[config.mk]
export PLATFORM = sky130hd
export DESIGN_NAME = fetch_ctrl
export DESIGN_NICKNAME = d
export VERILOG_FILES = /design/src/rtl/fetch_pkg.sv /design/src/rtl/fetch_ctrl.sv
export SDC_FILE = /design/constraint.sdc
export NUM_CORES = 1
export LEC_CHECK = 0
export ABC_AREA = 1
export BUFFER_PORTS_ARGS = -buffer_cell sky130_fd_sc_hd__buf_2
export CELL_PAD_IN_SITES_DETAIL_PLACEMENT = 0
export CELL_PAD_IN_SITES_GLOBAL_PLACEMENT = 1
export CORE_ASPECT_RATIO = 0.6
export CORE_UTILIZATION = 35
export DETAILED_ROUTE_END_ITERATION = 8
export PLACE_DENSITY_LB_ADDON = 0.1
export SETUP_SLACK_MARGIN = 0.15
export SLEW_MARGIN = 40
export SYNTH_ARGS = -nofsm -noshare
export SYNTH_HDL_FRONTEND = slang
export SYNTH_SLANG_ARGS = --single-unit
[constraint.sdc]
create_clock -name clk -period 1.6 [get_ports clk]
set_input_delay 0.32 -clock clk [delete_from_list [all_inputs] [get_ports clk]]
set_output_delay 0.32 -clock clk [all_outputs]
set_load 0.02 [all_outputs]
[src/rtl/fetch_pkg.sv]
// Shared types and helpers for the LEGv8 instruction-fetch stage.
package fetch_pkg;

  typedef enum logic [1:0] {IDLE, RUN, FAULT} fetch_state_t;

  localparam logic [31:0] NOP = 32'h8b1f03ff;

  // True when a byte address is word-aligned and inside a 2**aw-word ROM.
  function automatic logic in_rom(input logic [63:0] pc, input int aw);
    return (pc[1:0] == 2'b00) && ((pc >> (aw + 2)) == 64'd0);
  endfunction

endpackage

[src/rtl/fetch_ctrl.sv]
// IF-stage controller: owns the PC, addresses the combinational imem, and
// feeds the IF/ID register toward decode with a valid/ready handshake.
module fetch_ctrl
  import fetch_pkg::*;
#(
  parameter int          N        = 32,
  parameter int          AW       = 6,
  parameter int          PC_W     = 64,
  parameter logic [63:0] RESET_PC = 64'h0
) (
  input  logic            clk,
  input  logic            reset,
  output logic [AW-1:0]   imem_addr,
  input  logic [N-1:0]    imem_q,
  input  logic            redir_valid,
  input  logic [PC_W-1:0] redir_pc,
  input  logic            id_ready,
  output logic            id_valid,
  output logic [N-1:0]    id_instr,
  output logic [PC_W-1:0] id_pc,
  output logic            fetch_fault,
  output logic [31:0]     fetch_cnt
);

  // state | meaning
  // IDLE  | first cycle after reset release, no fetch yet
  // RUN   | fetching sequentially from pc_q
  // FAULT | pc_q outside ROM or misaligned, waiting for a redirect
  fetch_state_t    state_q;
  logic [PC_W-1:0] pc_q;
  logic            id_valid_q;
  logic [N-1:0]    id_instr_q;
  logic [PC_W-1:0] id_pc_q;
  logic            fault_q;
  logic [31:0]     cnt_q;

  logic xfer, load, pc_ok, redir_ok;

  assign xfer     = id_valid_q && id_ready;
  assign load     = !id_valid_q || id_ready;
  assign pc_ok    = in_rom(64'(pc_q), AW);
  assign redir_ok = in_rom(64'(redir_pc), AW);

  always_ff @(posedge clk or negedge reset) begin
    if (!reset) begin
      state_q    <= IDLE;
      pc_q       <= PC_W'(RESET_PC);
      id_valid_q <= 1'b0;
      id_instr_q <= N'(NOP);
      id_pc_q    <= '0;
      fault_q    <= 1'b0;
      cnt_q      <= '0;
    end else begin
      // A transfer on the redirect edge still counts before the flush.
      if (xfer) cnt_q <= cnt_q + 32'd1;

      if (redir_valid && state_q != IDLE) begin
        pc_q       <= redir_pc;
        id_valid_q <= 1'b0;
        // Redirecting to an illegal target reports the fault right away.
        fault_q    <= !redir_ok;
        state_q    <= redir_ok ? RUN : FAULT;
      end else begin
        case (state_q)
          IDLE: state_q <= RUN;
          RUN: begin
            if (!pc_ok) begin
              state_q <= FAULT;
              fault_q <= 1'b1;
              if (xfer) id_valid_q <= 1'b0;
            end else if (load) begin
              id_instr_q <= imem_q;
              id_pc_q    <= pc_q;
              id_valid_q <= 1'b1;
              pc_q       <= pc_q + PC_W'(4);
            end
          end
          FAULT: if (xfer) id_valid_q <= 1'b0;
          default: state_q <= IDLE;
        endcase
      end
    end
  end

  assign imem_addr   = pc_q[AW+1:2];
  assign id_valid    = id_valid_q;
  assign id_instr    = id_instr_q;
  assign id_pc       = id_pc_q;
  assign fetch_fault = fault_q;
  assign fetch_cnt   = cnt_q;

endmodule

==> run metrics, run 1 <==
status complete, but fails checks; failing checks negative setup slack; startpoint types flop; RSZ-0062 raised after global routing true; H-tree depth 4; syn_nets 1129; Clock Root Buffer clkbuf_16; Final GP Congestion 0.750; DRT iter0 DRCs 378; Nets 1461; Worst Max-Slew Pin Slew 0.297 ns; synthesized flop and latch total 196; first-pass GRT wire length 36.8 mm; overall routing resource usage 18.9%; final-layout fill cell count 2314; input/output buffers 235; async set-reset flop share out of synthesis 100%; clock buffer depth 2; hold crit path type in -> reg; syn_area_per_cell 8.39 sq um; internal power 0.0103 W; final cell count without fillers 1694; Peak VDD IR 0.799 mV; Setup CP Type reg -> reg; DRC Markers 0; synth warn 0; post-synthesis sequential area ratio 57.2%; Comb pwr share 29.5%; CTS tree done; post-route setup TNS -17.48 ns; Synth Instances 1027; wire per inst 14.8 microns; CTS sink cnt 196; top post-synthesis cells by count nand2_1 (333), dfrtp_1 (177), nor2_1 (151), inv_1 (127), nand3_1 (63); post-route ant nets 0; final setup fails 138; die height 124 microns; post-DP HPWL 17.2 mm; most area-hungry cell type in the Yosys netlist dfrtp_1; P&R area growth vs syn 48.2%; Fin. Hold Viols 0; die width 205 microns; vias in the first global route 6880; clock slew at reported path FFs 0.08 ns; Post-Place Cells 1613; Synth area leaders dfrtp_1 (51%), nand2_1 (15%), nor2_1 (6.6%); critical path fanouts, max 13; final worst setup slack -0.168 ns; die area 25300 sq um; via count 7454; Switching Share 34.3%; # IOs 236; largest net degree at the start of global routing 50; library cells used by synthesis 33; diodes inserted 0; multi-input logic area 3690 sq um; sw power 0.00538 W; share of the synthesized area in the top cell type 51.4%; clock skew 0.0133 ns; Total Wirelength 25.1 mm; Post-synth top flop dfrtp_1; Static Leak 6.76 nW; Detailed Routing Iterations Pass 1 6; fin crit period 1.77 ns; sequential power share 43.0%; Final period util 111%; Final Max Tran Viols 0; Worst setup EP type flop; Post-synth EDFFs 0; clock share of power 27.5%; initial core utilization 35.7%; PnR Total Power 0.0157 W; share of cells above drive strength 1 42.4%; pwr dens 1230 nW/um^2; relative slew slack 80.2%; max-cap violations 0; TritonCTS Buffers 17; Clock Latency Late Sink 0.44 ns; Seq. cell area 4960 sq um; worst hold slack 0.0947 ns; crit path DAT 2.10 ns; Via density 4.40; initial antenna violation count 0; worst path required time 1.93 ns; Post-Syn Area 8620 sq um; most frequent cell after synthesis nand2_1; Core Footprint 24200 sq um; global route overflow 0; Peak Freq 565 MHz; num rows 44
## state kept, by name (all words and copies together) (netlist names)
| name | flops |
|---|---|
| fetch_cnt | 32 |
| fetch_fault | 1 |
| id_instr | 32 |
| id_pc | 64 |
| id_valid | 1 |
| pc_q | 64 |
| state_q | 2 |
## layer usage
layer | vias up | share of wire (%) | global-route usage (%)
met5 | - | 0 | 0
met4 | 0 | 0.57 | 4.24
met3 | 9 | 4.7 | 4.48
met2 | 152 | 43 | 26.9
met1 | 3502 | 52 | 28.6
li1 | 3791 | - | -
## power by group through the flow
stage | clock (W) | sequential (W) | combinational, W
final | 0.00431 | 0.00675 | 0.00462
after global routing | 0.00462 | 0.00688 | 0.00519
after CTS | 0.00445 | 0.00669 | 0.00403
after global placement | 0 | 0.00675 | 0.00388
after detailed placement | 0 | 0.00675 | 0.00393
after floorplan | 0 | 0.00694 | 0.00217
## final cells by class
class / count / share of cell area (%)
clock buffer: 19 / 3.47
multi-input combinational: 664 / 28.9
tap: 322 / 3.15
sequential: 196 / 38.8
timing repair buffer: 351 / 20.7
inverter: 129 / 3.91
clock inverter: 13 / 1.08
## through the flow
| step | util (%) | instance area (sq um) | setup slack (ns) |
|---|---|---|---|
| 2_1_floorplan | - | 8760 | -0.0259 |
| 3_3_place_gp | 44.3 | 10700 | -0.137 |
| 3_5_place_dp | 44.3 | 10700 | -0.176 |
| 4_1_cts | 47.4 | 11500 | -0.171 |
| 5_1_grt | 52.9 | 12800 | -0.266 |
| 6_report | 52.9 | 12800 | -0.168 |
## critical path, stage by stage, from the launching register on
cell       delay [ns]
dfrtp_1          0.38
or2_1            0.25
nor2_1           0.10
nand2_1          0.09
nor2_4           0.15
nand2_4          0.07
buf_6            0.12
nand2_4          0.06
nand3_4          0.13
clkbuf_16        0.21
nand2_1          0.06
nand2_1          0.04
## worst paths after layout
| check | startpoint | to | slack (ns) | depth (start not counted) |
|---|---|---|---|---|
| max in group asynchronous | reset | id_instr[27] | 0.65 | 3 |
| min in group asynchronous | reset | id_pc[26] | 0.35 | 2 |
| setup reg to reg | pc_q[13] | pc_q[15] | -0.17 | 11 |
| setup / recovery | pc_q[13] | pc_q[15] | -0.17 | 11 |
| hold / removal | redir_pc[53] | pc_q[53] | 0.09 | 3 |
| hold reg to reg | id_instr[10] | id_instr[10] | 0.47 | 2 |
## what timing repair did
| action | 4_1_cts | 5_1_grt |
|---|---|---|
| gates cloned | 0 | 9 |
| resized for setup | 38 | 260 |
| endpoints found under the hold margin | 22 | 0 |
| hold buffers | 1 | 0 |
| buffers inserted | 1 | 38 |
| endpoints found under the setup margin | 189 | 207 |
| pin swaps | 14 | 42 |
## cells by family (layout without fill, tap and decap cells)
family                   count (synthesis)  in the layout  share of synthesized area [%]
adder cells (fa/ha/maj)                  2              2                          0.290
AND/OR/NAND/NOR                        602            602                           28.7
flip-flops                             196            196                           57.2
buffers and inverters                  167            512                           8.54
AO/OA/AOI/OAI                           24             24                           1.45
multiplexers                            10             10                           1.16
XOR/XNOR                                26             26                           2.64
## cells in the final DEF (no fill, tap or decap), types with 7 or more instances in the layout
cell / instances
dfrtp_2: 26
buf_12: 13
dfstp_2: 19
xor2_1: 16
nand2_1: 296
buf_6: 52
nand3_1: 53
nor2_1: 82
clkbuf_16: 24
dfrtp_1: 151
nand4_1: 17
buf_4: 73
nand2_2: 29
nor2_2: 42
nor2_4: 40
inv_1: 121
mux2i_1: 10
buf_2: 202
nand2_4: 13
o21ai_0: 19
xnor2_1: 9
nor3_4: 7
No activity file was read; power rests on OpenSTA's default activity.
==> run 2, diff against run 1 <==
--- a/config.mk
+++ b/config.mk
@@ -12,7 +12,7 @@
 export CORE_ASPECT_RATIO = 0.6
 export CORE_UTILIZATION = 35
 export DETAILED_ROUTE_END_ITERATION = 8
-export PLACE_DENSITY_LB_ADDON = 0.1
+export PLACE_DENSITY = 0.87
 export SETUP_SLACK_MARGIN = 0.15
 export SLEW_MARGIN = 40
 export SYNTH_ARGS = -nofsm -noshare
==> run 2 against run 1 <==
Net effect:
- the run still ends with negative setup slack left
- worst setup slack got worse by 0.023 ns
- global-route usage grew 0.36 points
- die area unchanged
- flip-flop and latch count stayed put
- cell count increased by 0.94%
- count of clock-buffer cells in the layout shrank 1
- clock skew rose by 0.0029 ns
- core utilization increased by 1.5 points
- first-iteration DRC count rose by 38%
- clock power rose by 2%
- critical path depth is the same
- worst hold slack worse by 0.031 ns
- largest cell class unchanged
- highest routed layer is now met5
==> run metrics, run 2 (synthesized netlist as in run 1, its figures left out) <==
Worst Max-Slew Pin Slew 0.495 ns (+0.198 ns); final cell count without fillers 1710 (+0.94%); die area 25300 sq um (unchanged); DRT iter0 DRCs 521 (+38%); P&R area growth vs syn 52.4%; Clock Root Buffer clkbuf_16; pwr dens 1210 nW/um^2 (-1.2%); clock share of power 27.7% (+0.2 points); most frequent cells in the layout nand2_1 (288), buf_2 (202), dfrtp_1 (153); relative slew slack 67.0% (-13 points); clock skew 0.0162 ns (+0.00290 ns); wire per inst 15.4 microns (+3.9%); Worst setup EP type flop; input/output buffers 235 (unchanged); status complete, but fails checks; Clock Latency Late Sink 0.46 ns (+0.02 ns); via count 7833 (+5.1%); initial core utilization 35.7% (unchanged); CTS sink cnt 196 (unchanged); clock slew at reported path FFs 0.08 ns (about the same); RSZ-0062 raised after global routing true; Fin. Hold Viols 0 (unchanged); final setup fails 139 (+0.72%); TritonCTS Buffers 17 (unchanged); Final Core Density 54.3% (+1.5 points); Comb pwr share 29.8% (+0.3 points); post-DP HPWL 17.2 mm (-0.12%); num rows 44 (unchanged); internal power 0.0103 W (-0.35%); failing checks negative setup slack; Core Footprint 24200 sq um (unchanged); Nets 1477 (+1.1%); clock buffer depth 2 (unchanged); DRC Markers 0 (unchanged); initial antenna violation count 1 (+1); commonest non-fill, non-tap cell in the layout nand2_1; hold crit path type in -> reg; Detailed Routing Iterations Pass 1 5 (-1); Via density 4.58 (+4.1%); multi-input logic area 3770 sq um (+2.1%); CTS tree done; Final GP Congestion 0.793 (+5.8%); sequential power share 42.5% (-0.5 points); first-pass GRT wire length 37.0 mm (+0.77%); Switching Share 35.6% (+1.3 points); crit path DAT 2.13 ns (+0.03 ns); global route overflow 0 (unchanged); Peak Freq 558 MHz (-1.3%); # IOs 236 (unchanged); sw power 0.00567 W (+5.3%); final-layout fill cell count 2144 (-7.3%); Final Max Tran Viols 0 (unchanged); critical path fanouts, max 8 (-5); max-cap violations 0 (unchanged); overall routing resource usage 19.3% (+0.36 points); largest net degree at the start of global routing 50 (unchanged); diodes inserted 0 (unchanged); die width 205 microns (unchanged); Peak VDD IR 0.904 mV (+13%); Post-Place Cells 1612 (-0.062%); fin crit period 1.79 ns (+0.0230 ns); share of cells above drive strength 1 44.0% (+1.6 points); Final period util 112% (+1.4 points); Setup CP Type reg -> reg; worst path required time 1.94 ns (about the same); Total Wirelength 26.3 mm (+4.9%); Static Leak 6.81 nW (+0.73%); startpoint types flop; Seq. cell area 4960 sq um (about the same); H-tree depth 4 (unchanged); vias in the first global route 6947 (+0.97%); die height 124 microns (unchanged); final worst setup slack -0.191 ns (-0.0229 ns); post-route ant nets 0 (unchanged)
## run 2: cell types whose count changed in the layout (fill, tap and decap cells not counted), sizes merged
cell,change
inv,-2
buf,+15
clkbuf,-1
bufbuf,+1
bufinv,-1
clkinv,+4
## run 2: power groups by stage
stage | logic (W) | registers [W] | clock network, W
6_report | 0.00475 | 0.00678 | 0.00441
5_1_grt | 0.00528 | 0.00690 | 0.00470
4_1_cts | 0.00416 | 0.00673 | 0.00454
3_5_place_dp | 0.00380 | 0.00679 | 0
3_3_place_gp | 0.00372 | 0.00676 | 0
2_1_floorplan | 0.00217 | 0.00694 | 0
## run 2: timing repair
item,in CTS,in global routing
pin swaps,7,76
setup endpoints to repair,197,202
cloned,3,9
buffers inserted,15,38
endpoints found under the hold margin,31,0
gates resized for setup,106,204
hold buffers,1,0
## run 2: critical path: stages (launching register included)
cell	delay, ns
dfrtp_1	0.40
nor2_2	0.14
nand2_1	0.11
nor2_1	0.10
nand2_1	0.09
nor2_4	0.12
nand2_2	0.10
nor2_4	0.16
nand2_4	0.12
clkinv_8	0.12
buf_12	0.17
nor2_2	0.05
## run 2: cell type report
| class | count | area share [%] |
|---|---|---|
| sequential | 196 | 37.8 |
| multi-input combinational | 664 | 28.7 |
| timing repair buffer | 367 | 21.9 |
| inverter | 129 | 3.82 |
| clock buffer | 18 | 3.34 |
| tap | 322 | 3.07 |
| clock inverter | 14 | 1.38 |
## run 2: per-stage QoR
stage / total power (W) / hold WS, ns / instance area, sq um / worst slack, ns / setup TNS [ns]
final: 0.0159 / 0.0632 / 13100 / -0.191 / -21.20
after global routing: 0.0169 / 0.0493 / 13100 / -0.289 / -35.07
after CTS: 0.0154 / 0.0408 / 11900 / -0.194 / -19.85
after detailed placement: 0.0106 / 0.333 / 10700 / -0.256 / -27.07
after global placement: 0.0105 / 0.336 / 10700 / -0.255 / -27.63
after floorplan: 0.00911 / 0.0244 / 8760 / -0.0259 / -0.386
## run 2: path summary, 6_finish.rpt
kind	startpoint	end	slack, ns	cells after the start
worst min register to register	pc_q[61]	pc_q[61]	0.47	2
worst max-delay path	pc_q[62]	id_pc[32]	-0.19	11
min in group asynchronous	reset	id_instr[29]	0.38	2
worst min-delay path	imem_q[20]	id_instr[20]	0.06	3
max in group asynchronous	reset	id_instr[4]	0.58	3
worst max register to register	pc_q[62]	id_pc[32]	-0.19	11
## run 2: per-layer routing
metal | GRT usage (%) | routed length, microns | vias to the layer above
li1 | - | - | 3842
met4 | 6.44 | 373 | 2
met2 | 26.8 | 11500 | 197
met3 | 4.27 | 1350 | 29
met1 | 29.0 | 13000 | 3763
met5 | 0 | 10 | -
==> run 3, diff against run 2 <==
--- a/config.mk
+++ b/config.mk
@@ -12,7 +12,7 @@
 export CORE_ASPECT_RATIO = 0.6
 export CORE_UTILIZATION = 35
 export DETAILED_ROUTE_END_ITERATION = 8
-export PLACE_DENSITY = 0.87
+export PLACE_DENSITY = 0.88
 export SETUP_SLACK_MARGIN = 0.15
 export SLEW_MARGIN = 40
 export SYNTH_ARGS = -nofsm -noshare
==> run 3 against run 2 <==
Net effect:
- critical path type unchanged
- wire length decreased by 1.9%
- largest cell class unchanged
- highest routed layer is now met4
- count of clock-buffer cells in the layout is 1 lower
- critical path depth increased by 1
- the run still ends with negative setup slack left
==> run metrics, run 3 (synthesized netlist as in run 1, its figures left out) <==
status complete, but fails checks; failing checks negative setup slack; clock slew at reported path FFs 0.08 ns (about the same); diodes inserted 0 (unchanged); relative slew slack 67.0% (about the same); final-layout fill cell count 2188 (+2.1%); worst hold path stage count 3 (unchanged); Fin. Hold Viols 0 (unchanged); crit path DAT 2.07 ns (-0.06 ns); pwr dens 1230 nW/um^2 (+1.0%); CTS tree done; CTS sink cnt 196 (unchanged); TritonCTS Buffers 17 (unchanged); critical path fanouts, max 26 (+18); via count 7805 (-0.36%); largest net degree at the start of global routing 52 (+4.0%); post-route ant nets 0 (unchanged); H-tree depth 4 (unchanged); Final Max Tran Viols 0 (unchanged); startpoint types flop; max-cap violations 0 (unchanged); DRT iter0 DRCs 494 (-5.2%); Via density 4.58 (about the same); Peak Freq 574 MHz (+2.9%); P&R area growth vs syn 48.9%; initial antenna violation count 0 (-1); final worst setup slack -0.142 ns (+0.0497 ns); hold crit path type in -> reg; Worst Max-Slew Pin Slew 0.495 ns (-0.0000577 ns); commonest non-fill, non-tap cell in the layout nand2_1; Clock Latency Late Sink 0.44 ns (-0.02 ns); vias in the first global route 7025 (+1.1%); RSZ-0062 raised after global routing true; Nets 1470 (-0.47%); first-pass GRT wire length 37.1 mm (+0.26%); wire per inst 15.2 microns (-1.5%); Core Footprint 24200 sq um (unchanged); Seq. cell area 4960 sq um (about the same); overall routing resource usage 19.1% (-0.20 points); die width 205 microns (unchanged); Setup CP Type reg -> reg; Final GP Congestion 0.796 (+0.33%); final setup fails 139 (unchanged); post-route setup TNS -15.38 ns (+5.82 ns); Final period util 109% (-3.1 points); global route overflow 0 (unchanged); flop-to-flop setup slack -0.14 ns (+0.05 ns); post-DP HPWL 17.4 mm (+1.1%); PnR Total Power 0.0157 W (-1.3%); input/output buffers 235 (unchanged); Peak VDD IR 0.751 mV (-17%); DRC Markers 0 (unchanged); Final Core Density 53.1% (-1.2 points); pre-CTS setup slack -0.273 ns (-0.0175 ns); Clock Root Buffer clkbuf_16; # IOs 236 (unchanged); Worst setup EP type flop; reg2reg start pc_q[24]; die area 25300 sq um (unchanged); die height 124 microns (unchanged); reg2reg end pc_q[52]; multi-input logic area 3520 sq um (-6.6%); clock skew 0.0169 ns (+0.000685 ns); Hold Crit Start imem_q[9]; initial core utilization 35.7% (unchanged); Detailed Routing Iterations Pass 1 4 (-1); clock buffer depth 2 (unchanged); WHS Endpoint id_instr[9]; Reg2Reg Depth 12 (+1); fin crit period 1.74 ns (-0.0497 ns); Total Wirelength 25.8 mm (-1.9%); Static Leak 6.80 nW (-0.18%); num rows 44 (unchanged); worst path required time 1.93 ns (about the same); share of cells above drive strength 1 39.7% (-4.3 points); most frequent cells in the layout nand2_1 (308), buf_2 (193), dfrtp_1 (155)
## run 3: cell types whose count changed in the layout (fill, tap and decap cells not counted), sizes merged
| cell | delta |
|---|---|
| bufbuf | -1 |
| buf | -5 |
| inv | -1 |
| clkbuf | -2 |
| clkinv | +3 |
| clkinvlp | -1 |
## run 3: metrics by stage
stage | area [sq um] | cells | hold slack [ns]
global route | 12800 | 1703 | 0.0747
floorplan | 8760 | 1027 | 0.0244
finish | 12800 | 1703 | 0.0901
detailed placement | 10700 | 1619 | 0.316
global placement | 10700 | 1619 | 0.315
CTS | 11900 | 1668 | 0.0682
## run 3: layer usage
metal,GRT usage (%),vias up,wire (microns)
met2,27.2,256,11400
li1,-,3811,-
met1,28.9,3720,12500
met4,3.59,0,232
met5,0,-,0
met3,4.72,18,1680
## run 3: worst max-delay path by stage
stage,depth (start not counted),end,start,slack (ns)
global placement,11,id_pc[39],pc_q[24],-0.25
floorplan,11,id_pc[16],pc_q[60],-0.03
detailed placement,11,id_pc[42],pc_q[24],-0.27
CTS,11,pc_q[62],pc_q[60],-0.19
finish,12,pc_q[52],pc_q[24],-0.14
global route,11,id_pc[49],pc_q[40],-0.29
## run 3: area by class of cell
class,count,area share [%]
sequential,196,38.6
multi-input combinational,664,27.5
timing repair buffer,360,22.1
inverter,129,3.91
clock buffer,17,3.31
tap,322,3.14
clock inverter,15,1.46
## run 3: critical path, cell delays in order (launching register included)
cell and delay (ns):
dfrtp_1 0.39, nor2_2 0.11, nand2_1 0.07, nor2_2 0.18
nand2_1 0.09, nor2_2 0.12, nand2_2 0.09, buf_4 0.15
nand2_4 0.06, nand3_4 0.08, buf_12 0.17, nand2_1 0.06
nand2_1 0.05
## run 3: report_power, final
group | leakage, nW | switching [W] | internal (W)
combinational | 4.24 | 0.00263 | 0.00203
clock | 0.297 | 0.00225 | 0.00213
sequential | 2.27 | 0.000686 | 0.00601
## run 3: repair_timing
action                                  4_1_cts  5_1_grt
endpoints found under the hold margin        33        0
resized for setup                           108      160
cloned                                        1        7
hold buffers                                  1        0
setup buffers                                15       28
endpoints found under the setup margin      189      212
pin swaps                                    16       43
